### src/rtl/frame_snapshot_mux.sv
// Snapshot bank for decoded frames, read byte-wise by the MCU over an 8-bit port.
// Freeze holds the snapshot stable; frames arriving meanwhile park in a one-deep pending buffer.
module frame_snapshot_mux #(
    parameter int FRAME_BYTES  = 12,
    parameter int ADDR_WIDTH   = 4,
    parameter int STATUS_WIDTH = 4
) (
    input  logic                     clock,
    input  logic                     reset_n,
    input  logic                     frame_valid,
    input  logic [FRAME_BYTES*8-1:0] frame_data,
    input  logic [STATUS_WIDTH-1:0]  frame_status,
    input  logic                     freeze,
    input  logic                     ack,
    input  logic                     addr_mode,
    input  logic [ADDR_WIDTH-1:0]    address,
    input  logic                     rd_strobe,
    output logic [7:0]               parallel_out,
    output logic                     full,
    output logic                     overrun
);

    localparam logic [ADDR_WIDTH-1:0] STATUS_ADDR = '1;
    localparam logic [ADDR_WIDTH-1:0] LAST_ADDR   = ADDR_WIDTH'(FRAME_BYTES - 1);

    logic [FRAME_BYTES*8-1:0] snapshot;
    logic [STATUS_WIDTH-1:0]  snap_status;
    logic [FRAME_BYTES*8-1:0] pending;
    logic [STATUS_WIDTH-1:0]  pend_status;
    logic                     pending_valid;
    logic [ADDR_WIDTH-1:0]    ptr;

    logic                     load_frame;
    logic                     load_pend;
    logic                     hold_frame;
    logic                     load;
    logic                     full_next;
    logic                     overrun_next;
    logic [ADDR_WIDTH-1:0]    ptr_next;
    logic [ADDR_WIDTH-1:0]    sel;
    logic [3:0]               status_low;
    logic [7:0]               rd_byte;

    // ack clears first, so a load in the same cycle sees full as already consumed
    always_comb begin
        load_frame   = !freeze && frame_valid;
        load_pend    = !freeze && !frame_valid && pending_valid;
        hold_frame   = freeze && frame_valid;
        load         = load_frame || load_pend;
        full_next    = full;
        overrun_next = overrun;
        if (ack) begin
            full_next    = 1'b0;
            overrun_next = 1'b0;
        end
        if (load) begin
            full_next = 1'b1;
            if (full && !ack) begin
                overrun_next = 1'b1;
            end
        end
        if ((load_frame || hold_frame) && pending_valid) begin
            overrun_next = 1'b1;
        end
    end

    // Pointer walks payload bytes, then the status register, then wraps
    always_comb begin
        ptr_next = ptr;
        if (load || ack) begin
            ptr_next = '0;
        end else if (addr_mode && rd_strobe) begin
            if (ptr == LAST_ADDR) begin
                ptr_next = STATUS_ADDR;
            end else if (ptr == STATUS_ADDR) begin
                ptr_next = '0;
            end else begin
                ptr_next = ptr + 1'b1;
            end
        end
    end

    always_comb begin
        sel        = addr_mode ? ptr : address;
        status_low = '0;
        status_low[STATUS_WIDTH-1:0] = snap_status;
        rd_byte    = 8'h00;
        if (sel == STATUS_ADDR) begin
            rd_byte = {overrun, pending_valid, full, freeze, status_low};
        end else begin
            for (int k = 0; k < FRAME_BYTES; k++) begin
                if (sel == ADDR_WIDTH'(k)) begin
                    rd_byte = snapshot[8*k +: 8];
                end
            end
        end
    end

    always_ff @(posedge clock) begin
        if (!reset_n) begin
            snapshot      <= '0;
            snap_status   <= '0;
            pending       <= '0;
            pend_status   <= '0;
            pending_valid <= 1'b0;
            full          <= 1'b0;
            overrun       <= 1'b0;
            ptr           <= '0;
            parallel_out  <= 8'h00;
        end else begin
            full         <= full_next;
            overrun      <= overrun_next;
            ptr          <= ptr_next;
            parallel_out <= rd_byte;
            if (load_frame) begin
                snapshot    <= frame_data;
                snap_status <= frame_status;
            end else if (load_pend) begin
                snapshot    <= pending;
                snap_status <= pend_status;
            end
            if (hold_frame) begin
                pending     <= frame_data;
                pend_status <= frame_status;
            end
            if (load) begin
                pending_valid <= 1'b0;
            end else if (hold_frame) begin
                pending_valid <= 1'b1;
            end
        end
    end

endmodule

### config.mk
export PLATFORM = sky130hd
export DESIGN_NAME = frame_snapshot_mux
export DESIGN_NICKNAME = d
export VERILOG_FILES = /design/src/rtl/frame_snapshot_mux.sv
export SDC_FILE = /design/constraint.sdc
export NUM_CORES = 1
export LEC_CHECK = 0
export BUFFER_PORTS_ARGS = -buffer_cell sky130_fd_sc_hd__buf_4
export CAP_MARGIN = 0
export CORE_UTILIZATION = 50
export DETAILED_ROUTE_END_ITERATION = 12
export PLACE_DENSITY_LB_ADDON = 0.05
export SYNTH_ARGS = -nofsm -noshare
export SYNTH_HDL_FRONTEND = slang
export SYNTH_SLANG_ARGS = --single-unit
export TNS_END_PERCENT = 30
### constraint.sdc
create_clock -name clock -period 2.68 [get_ports clock]
set_input_delay 0 -clock clock [delete_from_list [all_inputs] [get_ports clock]]
set_output_delay 0 -clock clock [all_outputs]
set_load 0.01 [all_outputs]
==> results.md <==
- Reg2reg end: parallel_out[2]
- Min-Delay Path Class: input pin to register
- Crit path capture type: register
- Total of endpoints with negative setup slack in the final report: 0
- Type of the setup path with the least slack: input pin to register
- Count of maximum capacitance violations: 0
- Ratio of final minimum period to clock period: 0.847
- Highest Clock Rate: 441 MHz
- Worst EP required: 3.12 ns
- Signed area change from the synthesized netlist to the final layout: 29.5%
- First-pass GRT wire length: 43.1 mm
- Antenna violations before repair: 0
- Antenna cells: 0
- Post-route minimum period: 2.27 ns
- Outcome: finished, final reports clean
- Antenna-violating nets left: 0
- Met1 global-route usage: 0.346
- Transition time of the tightest slew-check pin: 0.661 ns
- Final worst clock skew: 0.0123 ns
- Starting Density: 0.514
- Maximum number of pins on one net before global-route repair: 151
- Area after detailed placement: 11200 sq um
- Leak Pwr: 0.00574 uW
- Primary FF master, synth: sky130_fd_sc_hd__dfxtp_1
- Clock Tree Buf Depth: 3
- Worst VDD drop: 514 uV
- Fin Hold WS: 0.139 ns
- Register bit total from synthesis: 215
- Async SR Flop Fraction: 0
- Fin area: 13100 sq um
- Total of buffers placed on input and output ports: 120
- Number of distinct standard cells referenced by the synthesized netlist: 60
- HPWL reported at the end of detailed placement: 17.3 mm
- Remaining DRCs: 0
- Normalized max-slew margin: 0.558
- Detailed router's first-iteration violation count: 539
- Post-Route Setup TNS: 0 ns
- Leading post-synthesis cells by cell area: sky130_fd_sc_hd__dfxtp_1, sky130_fd_sc_hd__nand2_1, sky130_fd_sc_hd__a21boi_0
- Most Used Layer, Global Route: met2
- Worst setup timing slack at the placement stage: 0.480 ns
- Filler Cells Inserted: 1660
- Critical Path Sink: pending[95]
- Total overflow reported by the global router: 0
- Clock transition at path regs: 0.06 ns
- Post-synth top area cell: sky130_fd_sc_hd__dfxtp_1
- Root Buffer: sky130_fd_sc_hd__clkbuf_16
- Reg2Reg Depth: 7
- Chip Height: 144 um
- Count of final hold-check violations: 0
- Minimum setup slack in the final design: 0.411 ns
- Number of detailed-route iterations in the first pass: 6
- Hold-fix buffers, CTS: 112
- Total number of vias: 8784
- Final non-filler cell total: 1606
- Clock latency on the worst-skew pair: 0.50 ns
- Total number of yosys warnings: 0
- Reg-to-Reg Start: ptr[0]
- Post-synth EDFFs: 0
- Origin of the worst setup path: freeze
- Synth Instances: 1151
- Register area share after synthesis: 0.426
- Routed len/inst: 17.0 um
- Post-CTS Setup Bufs: 0
- Number of clock buffers inserted by TritonCTS: 23
- CTS tree: done
- H-tree level count: 1
- Std-Cell Rows: 51
- Final Slew Violations: 0
- IO Pins: 121
- Mean instance size in the synthesized netlist: 8.78 sq um
- Global-route usage over all layers: 0.264
- Area of the die: 20800 sq um
- Clk sink count: 215
- Met3 global-route usage: 0.0361
- Placed cells: 1455
- Post-CTS sizing: 0
- Largest driver fanout on the critical path: 100
- Setup repair after global routing missed its margin: false
- Setup slack on the worst flop-to-flop path: 0.48 ns
- Fraction of met2 tracks used by global routing: 0.453
- Via density per instance: 5.47
- Share of the synthesized area in the top cell type: 0.426
- Fraction of layout instances using a drive strength above 1: 0.178
- Category of the worst setup path launch point: input pin
- Synthesized area: 10100 sq um
- Number of global-route vias before repair: 8269
- Power density over the cells: 602 nW/um^2
- Detailed-route wire length: 27.3 mm
- Gp weighted congestion: 0.898
- Area of the core: 19700 sq um
- Count of nets after finishing: 1439
- Synthesized Nets: 1263
- Horizontal die dimension: 144 um
- Arrival time at the worst endpoint: 2.71 ns
-- area by class of cell --
class	instances	area [sq um]	area share
clock buffers	29	628	0.0480
clock inverters	10	153	0.0117
well taps	265	332	0.0253
inverters	50	188	0.0143
flip-flops and latches	215	4300	0.329
repair buffers	253	2250	0.172
multi-input cells	784	5230	0.400
-- logic make-up (layout without fill, tap and decap cells) --
logic type / after synthesis / count (layout) / share of synthesized area
AOI/OAI and AO/OA: 346 / 346 / 0.273
buffers and inverters: 152 / 342 / 0.0592
adders and majority gates: 1 / 1 / 0.00124
DFF: 215 / 215 / 0.426
muxes: 68 / 68 / 0.0775
xor gates and xnor gates: 1 / 1 / 0.000867
and+or+nand+nor: 368 / 368 / 0.162
-- worst min path at each step --
stage,start,cells after the start,endpoint
2_1_floorplan,frame_data[87],2,pending[87]
3_3_place_gp,frame_data[22],3,pending[22]
3_5_place_dp,frame_data[10],3,pending[10]
4_1_cts,address[2],5,parallel_out[5]
5_1_grt,address[2],5,parallel_out[5]
6_report,address[2],5,parallel_out[5]
-- registers in the layout (all words and copies together) (netlist names) --
| name | count |
|---|---|
| full | 1 |
| overrun | 1 |
| parallel_out | 8 |
| pend_status | 4 |
| pending | 96 |
| pending_valid | 1 |
| ptr | 4 |
| snap_status | 4 |
| snapshot | 96 |
-- critical path, cell delays in order --
cell and delay (ns):
sky130_fd_sc_hd__dlygate4sd3_1 0.52, sky130_fd_sc_hd__buf_4 0.49, sky130_fd_sc_hd__and2_4 0.27, sky130_fd_sc_hd__buf_12 0.26
sky130_fd_sc_hd__nand2_1 0.13, sky130_fd_sc_hd__a21boi_0 0.20, sky130_fd_sc_hd__dlygate4sd3_1 0.57
-- layout by cell type, fill, tap and decap left out, types with 8 or more instances in the layout --
cell,n
sky130_fd_sc_hd__nor3b_1,44
sky130_fd_sc_hd__a21boi_0,101
sky130_fd_sc_hd__buf_4,135
sky130_fd_sc_hd__dfxtp_1,215
sky130_fd_sc_hd__nor2_1,16
sky130_fd_sc_hd__inv_1,50
sky130_fd_sc_hd__o22ai_1,8
sky130_fd_sc_hd__clkbuf_16,23
sky130_fd_sc_hd__o221a_2,43
sky130_fd_sc_hd__dlygate4sd3_1,112
sky130_fd_sc_hd__nand2_1,276
sky130_fd_sc_hd__o211a_1,57
sky130_fd_sc_hd__mux2i_1,57
sky130_fd_sc_hd__a21oi_1,62
sky130_fd_sc_hd__o21ai_0,18
-- metrics by stage --
stage,power [uW],utilization
floorplan,4140,-
global placement,4510,0.569
detailed placement,4520,0.569
CTS,7950,0.666
global route,8230,0.666
finish,7890,0.666
-- cells in the mapped netlist (3+ instances only) --
| cell type | instances |
|---|---|
| sky130_fd_sc_hd__nand2b_1 | 4 |
| sky130_fd_sc_hd__o21ai_1 | 5 |
| sky130_fd_sc_hd__o32ai_1 | 3 |
| sky130_fd_sc_hd__a221oi_1 | 6 |
| sky130_fd_sc_hd__nor3b_1 | 44 |
| sky130_fd_sc_hd__o221a_2 | 43 |
| sky130_fd_sc_hd__and3_1 | 5 |
| sky130_fd_sc_hd__buf_2 | 13 |
| sky130_fd_sc_hd__a2111oi_2 | 3 |
| sky130_fd_sc_hd__o211a_1 | 57 |
| sky130_fd_sc_hd__nor2_1 | 17 |
| sky130_fd_sc_hd__a221o_1 | 5 |
| sky130_fd_sc_hd__o221ai_1 | 3 |
| sky130_fd_sc_hd__nand2_1 | 277 |
| sky130_fd_sc_hd__mux4_2 | 6 |
| sky130_fd_sc_hd__a21o_1 | 5 |
| sky130_fd_sc_hd__nor2b_1 | 3 |
| sky130_fd_sc_hd__o22a_1 | 3 |
| sky130_fd_sc_hd__inv_1 | 50 |
| sky130_fd_sc_hd__a21boi_0 | 101 |
| sky130_fd_sc_hd__dfxtp_1 | 215 |
| sky130_fd_sc_hd__a211oi_1 | 5 |
| sky130_fd_sc_hd__o22ai_1 | 8 |
| sky130_fd_sc_hd__nand3_1 | 4 |
| sky130_fd_sc_hd__clkbuf_1 | 85 |
| sky130_fd_sc_hd__mux2i_1 | 57 |
| sky130_fd_sc_hd__and2_1 | 4 |
| sky130_fd_sc_hd__a222oi_1 | 3 |
| sky130_fd_sc_hd__o21ai_0 | 18 |
| sky130_fd_sc_hd__a21oi_1 | 62 |
-- per-layer routing --
metal  wire, um  vias up
met5          0        -
met4        595        0
met3       1200       42
met2      13000      197
met1      12500     4110
li1           -     4435
-- report_power, final --
| part | total, uW | internal, uW | switching (uW) |
|---|---|---|---|
| registers | 3530 | 3390 | 141 |
| logic | 1060 | 552 | 508 |
| clock network | 3300 | 2030 | 1260 |
| total | 7890 | 5970 | 1910 |
Note: power is estimated with default switching activity, not from simulation.
